File: src/rtl/instr_encoder_loader.sv
// instr_encoder_loader: packs decoded RV32I field bundles into 32-bit
// instruction words and writes them to consecutive instruction-memory
// addresses. Handshake in cycle N produces the memory write in cycle N+1.
module instr_encoder_loader #(
    parameter int ADDR_W = 8
) (
    input  logic              i_clk,
    input  logic              i_rst_n,
    input  logic              i_start,
    input  logic              i_in_valid,
    output logic              o_in_ready,
    input  logic [6:0]        i_in_opcode,
    input  logic [4:0]        i_in_rd,
    input  logic [2:0]        i_in_funct3,
    input  logic [4:0]        i_in_rs1,
    input  logic [4:0]        i_in_rs2,
    input  logic [6:0]        i_in_funct7,
    input  logic [31:0]       i_in_imm,
    input  logic              i_in_last,
    output logic              o_mem_we,
    output logic [ADDR_W-1:0] o_mem_addr,
    output logic [31:0]       o_mem_wdata,
    output logic              o_busy,
    output logic              o_done,
    output logic              o_err,
    output logic [ADDR_W:0]   o_count
);

    typedef enum logic [2:0] {
        S_IDLE  = 3'd0,
        S_LOAD  = 3'd1,
        S_WRITE = 3'd2,
        S_DONE  = 3'd3,
        S_ERR   = 3'd4
    } state_t;

    localparam logic [6:0] OP_R      = 7'b0110011;
    localparam logic [6:0] OP_I_ALU  = 7'b0010011;
    localparam logic [6:0] OP_I_LD   = 7'b0000011;
    localparam logic [6:0] OP_I_JALR = 7'b1100111;
    localparam logic [6:0] OP_I_SYS  = 7'b1110011;
    localparam logic [6:0] OP_S      = 7'b0100011;
    localparam logic [6:0] OP_B      = 7'b1100011;
    localparam logic [6:0] OP_U_LUI  = 7'b0110111;
    localparam logic [6:0] OP_U_AUI  = 7'b0010111;
    localparam logic [6:0] OP_J      = 7'b1101111;

    state_t              r_state;
    logic [ADDR_W-1:0]   r_ptr;
    logic [ADDR_W:0]     r_count;
    logic [31:0]         r_word;
    logic                r_last;

    logic [31:0]         w_word;
    logic                w_legal;

    // Format-dependent packing of the incoming bundle; flags unknown opcodes
    // and odd branch/jump offsets as illegal.
    always_comb begin
        w_word  = 32'h0;
        w_legal = 1'b1;
        unique case (i_in_opcode)
            OP_R:
                w_word = {i_in_funct7, i_in_rs2, i_in_rs1, i_in_funct3, i_in_rd, i_in_opcode};
            OP_I_ALU, OP_I_LD, OP_I_JALR, OP_I_SYS:
                w_word = {i_in_imm[11:0], i_in_rs1, i_in_funct3, i_in_rd, i_in_opcode};
            OP_S:
                w_word = {i_in_imm[11:5], i_in_rs2, i_in_rs1, i_in_funct3,
                          i_in_imm[4:0], i_in_opcode};
            OP_B: begin
                w_word  = {i_in_imm[12], i_in_imm[10:5], i_in_rs2, i_in_rs1, i_in_funct3,
                           i_in_imm[4:1], i_in_imm[11], i_in_opcode};
                w_legal = ~i_in_imm[0];
            end
            OP_U_LUI, OP_U_AUI:
                w_word = {i_in_imm[31:12], i_in_rd, i_in_opcode};
            OP_J: begin
                w_word  = {i_in_imm[20], i_in_imm[10:1], i_in_imm[11], i_in_imm[19:12],
                           i_in_rd, i_in_opcode};
                w_legal = ~i_in_imm[0];
            end
            default: w_legal = 1'b0;
        endcase
    end

    // Control FSM: start overrides everything, including a pending write.
    always_ff @(posedge i_clk or negedge i_rst_n) begin
        if (!i_rst_n) begin
            r_state <= S_IDLE;
            r_ptr   <= '0;
            r_count <= '0;
            r_word  <= 32'h0;
            r_last  <= 1'b0;
        end else if (i_start) begin
            r_state <= S_LOAD;
            r_ptr   <= '0;
            r_count <= '0;
        end else begin
            unique case (r_state)
                S_LOAD: begin
                    if (i_in_valid) begin
                        if (w_legal) begin
                            r_word  <= w_word;
                            r_last  <= i_in_last;
                            r_state <= S_WRITE;
                        end else begin
                            r_state <= S_ERR;
                        end
                    end
                end
                S_WRITE: begin
                    r_ptr   <= r_ptr + 1'b1;
                    r_count <= r_count + 1'b1;
                    // Top address is still written before flagging overflow.
                    if (r_last)
                        r_state <= S_DONE;
                    else if (r_ptr == {ADDR_W{1'b1}})
                        r_state <= S_ERR;
                    else
                        r_state <= S_LOAD;
                end
                default: r_state <= r_state;
            endcase
        end
    end

    assign o_in_ready  = (r_state == S_LOAD);
    assign o_mem_we    = (r_state == S_WRITE) && !i_start;
    assign o_mem_addr  = r_ptr;
    assign o_mem_wdata = r_word;
    assign o_busy      = (r_state == S_LOAD) || (r_state == S_WRITE);
    assign o_done      = (r_state == S_DONE);
    assign o_err       = (r_state == S_ERR);
    assign o_count     = r_count;

endmodule
File: config.mk
export PLATFORM = sky130hd
export DESIGN_NAME = instr_encoder_loader
export DESIGN_NICKNAME = d
export VERILOG_FILES = /design/src/rtl/instr_encoder_loader.sv
export SDC_FILE = /design/constraint.sdc
export NUM_CORES = 1
export LEC_CHECK = 0
export BUFFER_PORTS_ARGS = -buffer_cell sky130_fd_sc_hd__buf_4
export CAP_MARGIN = 25
export CORE_ASPECT_RATIO = 1.1
export CORE_MARGIN = 4
export CORE_UTILIZATION = 47
export DETAILED_ROUTE_END_ITERATION = 10
export PLACE_DENSITY = 0.86
export SYNTH_ARGS = -nofsm -noshare
export SYNTH_HDL_FRONTEND = slang
export SYNTH_SLANG_ARGS = --single-unit
File: constraint.sdc
create_clock -name i_clk -period 1.9 [get_ports i_clk]
set_input_delay 0.19 -clock i_clk [delete_from_list [all_inputs] [get_ports i_clk]]
set_output_delay 0.19 -clock i_clk [all_outputs]
set_load 0.01 [all_outputs]
Word-level counts from Yosys, hierarchy flattened
Cells that the tools add are included.
{"block": "word_totals", "ff_bits": 53, "in_bits": 69}
{"block": "classes", "n_addsub": 2, "eq_ne": 16, "mux": 12, "n_bitwise": 2, "n_reduce_logical": 11}
{"operator": "$pmux 32 s6", "count": 1}
{"operator": "$eq 7x7->1 const B", "count": 4}
{"operator": "$eq 7x6->1 const B", "count": 3}
{"operator": "$mux 9", "count": 2}
{"operator": "$mux 8", "count": 2}
{"operator": "$mux 3", "count": 5}
{"operator": "$eq 7x5->1 const B", "count": 2}
{"operator": "$add 9x1->9 const B", "count": 1}
{"operator": "$add 8x1->8 const B", "count": 1}
{"operator": "$eq 8x8->1 const B", "count": 1}
{"operator": "$reduce_or 8->1", "count": 1}
{"operator": "$eq 7x2->1 const B", "count": 1}
{"operator": "$eq 3x2->1 const B", "count": 2}
{"operator": "$pmux 3 s2", "count": 1}
{"operator": "$reduce_and 4->1", "count": 1}
{"operator": "$reduce_or 2->1", "count": 2}
{"operator": "$reduce_or 4->1", "count": 1}
{"operator": "$eq 3x1->1 const B", "count": 1}
{"operator": "$eq 3x3->1 const B", "count": 1}
{"operator": "$ne 3x3->1 const B", "count": 1}
{"operator": "$reduce_bool 3->1", "count": 1}
{"operator": "$not 1->1", "count": 2}
{"operator": "$pmux 1 s2", "count": 1}
{"operator": "$reduce_and 2->1", "count": 1}
{"operator": "other kinds (4)", "count": 4}

Depth between registers and ports, before layout
{"block": "logic_depth", "ltp_word": 7, "ltp_mapped": 8, "depth_no_buf": 5}

Worst setup path after synthesis
OpenSTA, ideal clock, no wires.
{"block": "synth_path", "path_type": "register to register", "startpoint": "reg r_state[2]", "endpoint": "reg r_word[2], in the netlist o_mem_wdata[2]", "arrival_ps": 1583, "path_slack_ps": 190, "path_stages_with_launch": 6, "n_path_buf": 1, "cell_sequence": "dfrtp_1 or4bb_1 nor2_1 o21ai_2 buf_6 mux2_1"}
{"block": "synth_via", "elab_chain_len": 2}
{"item": "from (decl)", "line": "48", "source": "state_t r_state;"}
{"item": "from (signal assigned)", "line": "122", "source": "default: r_state <= r_state;"}
{"item": "$eq 3x1->1", "line": "99", "source": "unique case (r_state)"}
{"item": "$reduce_and 4->1 (no source line)"}
{"item": "to (signal assigned)", "line": "103", "source": "r_word <= w_word;"}
{"item": "to (decl)", "line": "51", "source": "logic [31:0] r_word;"}
Every way passes these cells.
A chain may end at the register's enable or synchronous reset.

Final worst setup path
{"block": "layout_path", "startpoint": "reg r_state[2]", "endpoint": "reg r_word[9], in the netlist o_mem_wdata[9]"}
Same word-level chain as after synthesis.

==> summary.json <==
{
  "status": {"value": "completed"},
  "design.portCount": {"value": 123},
  "edff_count_synth": {"value": 0},
  "synth.distinct_cells": {"value": 47},
  "clk_root_buf": {"value": "sky130_fd_sc_hd__clkbuf_8"},
  "cp_slowest_stage_delay": {"value": 0.57, "unit": "ns"},
  "critical_path_class": {"value": "register to register"},
  "finish.cell_count_without_fillers": {"value": 489},
  "fill_cells": {"value": 469},
  "timing.final.max_slew_violations": {"value": 0},
  "startpoint_type": {"value": "register"},
  "layout_commonest_cell": {"value": "sky130_fd_sc_hd__buf_4"},
  "grt_overflow_total": {"value": 0},
  "area_taken_by_multi_input_logic_gates": {"value": 0.00133, "unit": "mm²"},
  "port_buffer_count": {"value": 122},
  "critical_path.cell_chain": {"value": "or4bb_1 > nor2_2 > o21ai_4 > buf_12 > nand2_1 > o21ai_0"},
  "antenna_cells": {"value": 0},
  "worstPathBufferInverterCount": {"value": 1},
  "maximum_resistive_drop_on_vdd": {"value": 0.318, "unit": "mV"},
  "final_min_period_over_clock_period": {"value": 0.931},
  "area_overhead_vs_synth": {"value": 40.3, "unit": "%"},
  "fraction_of_final_layout_cells_sized_beyond_drive_strength_1": {"value": 0.343},
  "postSynthAreaPerCell": {"value": 9.45, "unit": "µm²"},
  "place_hpwl": {"value": 5880, "unit": "µm"},
  "synth-async-reset-ratio": {"value": 1.00},
  "clkTransAtPathRegs": {"value": 0.10, "unit": "ns"},
  "maxClockFrequency": {"value": 565, "unit": "MHz"},
  "place_inst": {"value": 480},
  "timing.final.hold_violations": {"value": 0},
  "worst-path-max-fanout": {"value": 38},
  "insertion_delay": {"value": 0.31, "unit": "ns"},
  "layout.nets": {"value": 484},
  "tightestPinTransition": {"value": 0.643, "unit": "ns"},
  "route.final.wire_length": {"value": 7620, "unit": "µm"},
  "htree_levels": {"value": 2},
  "seq_area_frac_synth": {"value": 0.484},
  "p_leak": {"value": 0.00185, "unit": "µW"},
  "drc": {"value": 0},
  "cts_tree": {"value": "yes"},
  "most-common-layout-cells": {"value": "128 x sky130_fd_sc_hd__buf_4, 53 x sky130_fd_sc_hd__dfrtp_1, 39 x sky130_fd_sc_hd__nand2_1"},
  "rsz0062_at_grt": {"value": "no"},
  "regArea": {"value": 0.00133, "unit": "mm²"},
  "grt_pass1_wl": {"value": 11900, "unit": "µm"},
  "viasPerCell": {"value": 5.51},
  "start_util": {"value": 0.495},
  "cap_viol_max_count": {"value": 0},
  "slew_headroom": {"value": 0.560},
  "core_area": {"value": 0.00554, "unit": "mm²"},
  "ys_seq_elements": {"value": 53},
  "final.setup_skew": {"value": 0.00674, "unit": "ns"},
  "synth_flop_cell": {"value": "sky130_fd_sc_hd__dfrtp_1"},
  "max-clock-path-buffers": {"value": 2},
  "min_period": {"value": 1.77, "unit": "ns"},
  "crit_path_max_delay_cell_type": {"value": "sky130_fd_sc_hd__or4bb_1"},
  "grt_start_max_net_pins": {"value": 54},
  "grt_util_all_layers": {"value": 0.213},
  "detailroute.via_count": {"value": 2694},
  "antenna_found_initial": {"value": 0},
  "first_global_vias": {"value": 2575},
  "globalplace.congestion": {"value": 0.908},
  "detailedRoute.firstPassIterationCount": {"value": 5},
  "syn-num-nets": {"value": 361},
  "timing.hold.worst.class": {"value": "input port to register"},
  "syn-instance-count": {"value": 290},
  "std_cell_rows": {"value": 28},
  "end_kind": {"value": "register"},
  "clock_sink_count": {"value": 53},
  "category_of_cells_accounting_for_the_largest_share_of_critical_path_delay": {"value": "simple AND/OR/NAND/NOR gates"},
  "number_of_violations_reported_at_the_end_of_detailed_routing_iteration_0": {"value": 196},
  "die_span_x": {"value": 80.8, "unit": "µm"},
  "post_drt_wl_per_cell": {"value": 15.6, "unit": "µm"},
  "drtAntennaViolNets": {"value": 0},
  "timing.critical_path.arrival": {"value": 1.96, "unit": "ns"},
  "setup-tns-final": {"value": 0, "unit": "ns"},
  "syn_area": {"value": 0.00274, "unit": "mm²"},
  "cts_made_buffers": {"value": 5},
  "setup_viol": {"value": 0},
  "power_per_cell_area": {"value": 569, "unit": "mW/mm²"},
  "critical_path_required": {"value": 2.09, "unit": "ns"},
  "die-height": {"value": 88.1, "unit": "µm"},
  "floorplan.die_area": {"value": 0.00712, "unit": "mm²"},
  "synth.yosys.warnings": {"value": 0}
}
-- worst paths after layout --
kind                                 from        endpoint  slack (ns)  depth (start not counted)
max                            r_state[2]  o_mem_wdata[9]        0.13                          6
min reg2reg                o_mem_wdata[0]  o_mem_wdata[0]        0.47                          1
min in group asynchronous         i_rst_n   o_mem_addr[6]        0.45                          2
max reg2reg                    r_state[2]  o_mem_wdata[9]        0.13                          6
max in group asynchronous         i_rst_n      o_count[3]        1.01                          2
min                             i_in_last          r_last        0.10                          2
-- stage by stage --
step | utilization | hold WS, ns | setup WS (ns) | power, µW | cell area (µm²)
floorplan | - | -0.106 | 0.190 | 1350 | 2740
finish | 0.695 | 0.104 | 0.131 | 2190 | 3850
detailed placement | 0.678 | 0.267 | 0.0681 | 1590 | 3750
global placement | 0.678 | 0.262 | 0.128 | 1570 | 3750
global route | 0.695 | 0.0884 | 0.0414 | 2290 | 3850
CTS | 0.695 | 0.0931 | 0.0489 | 2210 | 3840
-- flip-flops by register name, indices dropped and copies added (netlist names) --
| register | cells |
|---|---|
| o_mem_addr | 8 |
| o_count | 9 |
| o_mem_wdata | 32 |
| r_last | 1 |
| r_state | 3 |
-- area by class of cell --
cell class / count / share of cell area
inverters: 7 / 0.00683
clock buffers: 7 / 0.0198
multi-input cells: 216 / 0.345
repair buffers: 130 / 0.258
well taps: 75 / 0.0244
clock inverters: 1 / 0.00195
flip-flops and latches: 53 / 0.345
-- metal layers --
layer,share of wire,track usage,up-vias
met5,0,0,-
met4,0.012,0.0507,0
met3,0.078,0.0473,10
met2,0.49,0.360,112
met1,0.42,0.278,1272
li1,-,-,1300
-- synth_stat cells, types with 7 or more instances --
cell type,count,area share
sky130_fd_sc_hd__a21oi_1,13,0.024
sky130_fd_sc_hd__a222oi_1,10,0.037
sky130_fd_sc_hd__a22oi_1,13,0.036
sky130_fd_sc_hd__buf_2,7,0.013
sky130_fd_sc_hd__dfrtp_1,53,0.48
sky130_fd_sc_hd__inv_1,7,0.0096
sky130_fd_sc_hd__nand2_1,39,0.053
sky130_fd_sc_hd__nand2b_1,7,0.016
sky130_fd_sc_hd__nand3_1,9,0.016
sky130_fd_sc_hd__nor2_1,24,0.033
sky130_fd_sc_hd__o21ai_0,10,0.018
sky130_fd_sc_hd__o21ai_1,22,0.040
sky130_fd_sc_hd__xor2_1,10,0.032
-- power by group --
| group | switching [µW] | internal [µW] |
|---|---|---|
| logic | 179 | 196 |
| clock network | 361 | 262 |
| registers | 26.2 | 1160 |
| total | 566 | 1620 |
-- timing repair --
item,4_1_cts,5_1_grt
hold buffers,1,0
hold endpoints to repair,53,0
resized for setup,0,1
setup buffers,0,0
endpoints found under the setup margin,0,27
-- kinds of logic (layout without fill, tap and decap cells) --
family	after synthesis	count (layout)	synth area share
adder cells (fa/ha/maj)	2	2	0.00913
XOR/XNOR	16	16	0.0511
flip-flops	53	53	0.484
multiplexers	5	5	0.0205
buffers and inverters	21	145	0.0361
AO/OA/AOI/OAI	85	85	0.206
AND/OR/NAND/NOR	108	108	0.193
-- worst register-to-register path, cell delays in order, from the launching register on --
cell                      delay (ns)
sky130_fd_sc_hd__dfrtp_1        0.41
sky130_fd_sc_hd__or4bb_1        0.57
sky130_fd_sc_hd__nor2_2         0.18
sky130_fd_sc_hd__o21ai_4        0.14
sky130_fd_sc_hd__buf_12         0.21
sky130_fd_sc_hd__nand2_1        0.08
sky130_fd_sc_hd__o21ai_0        0.08
Power figures use the tool's default switching activity.
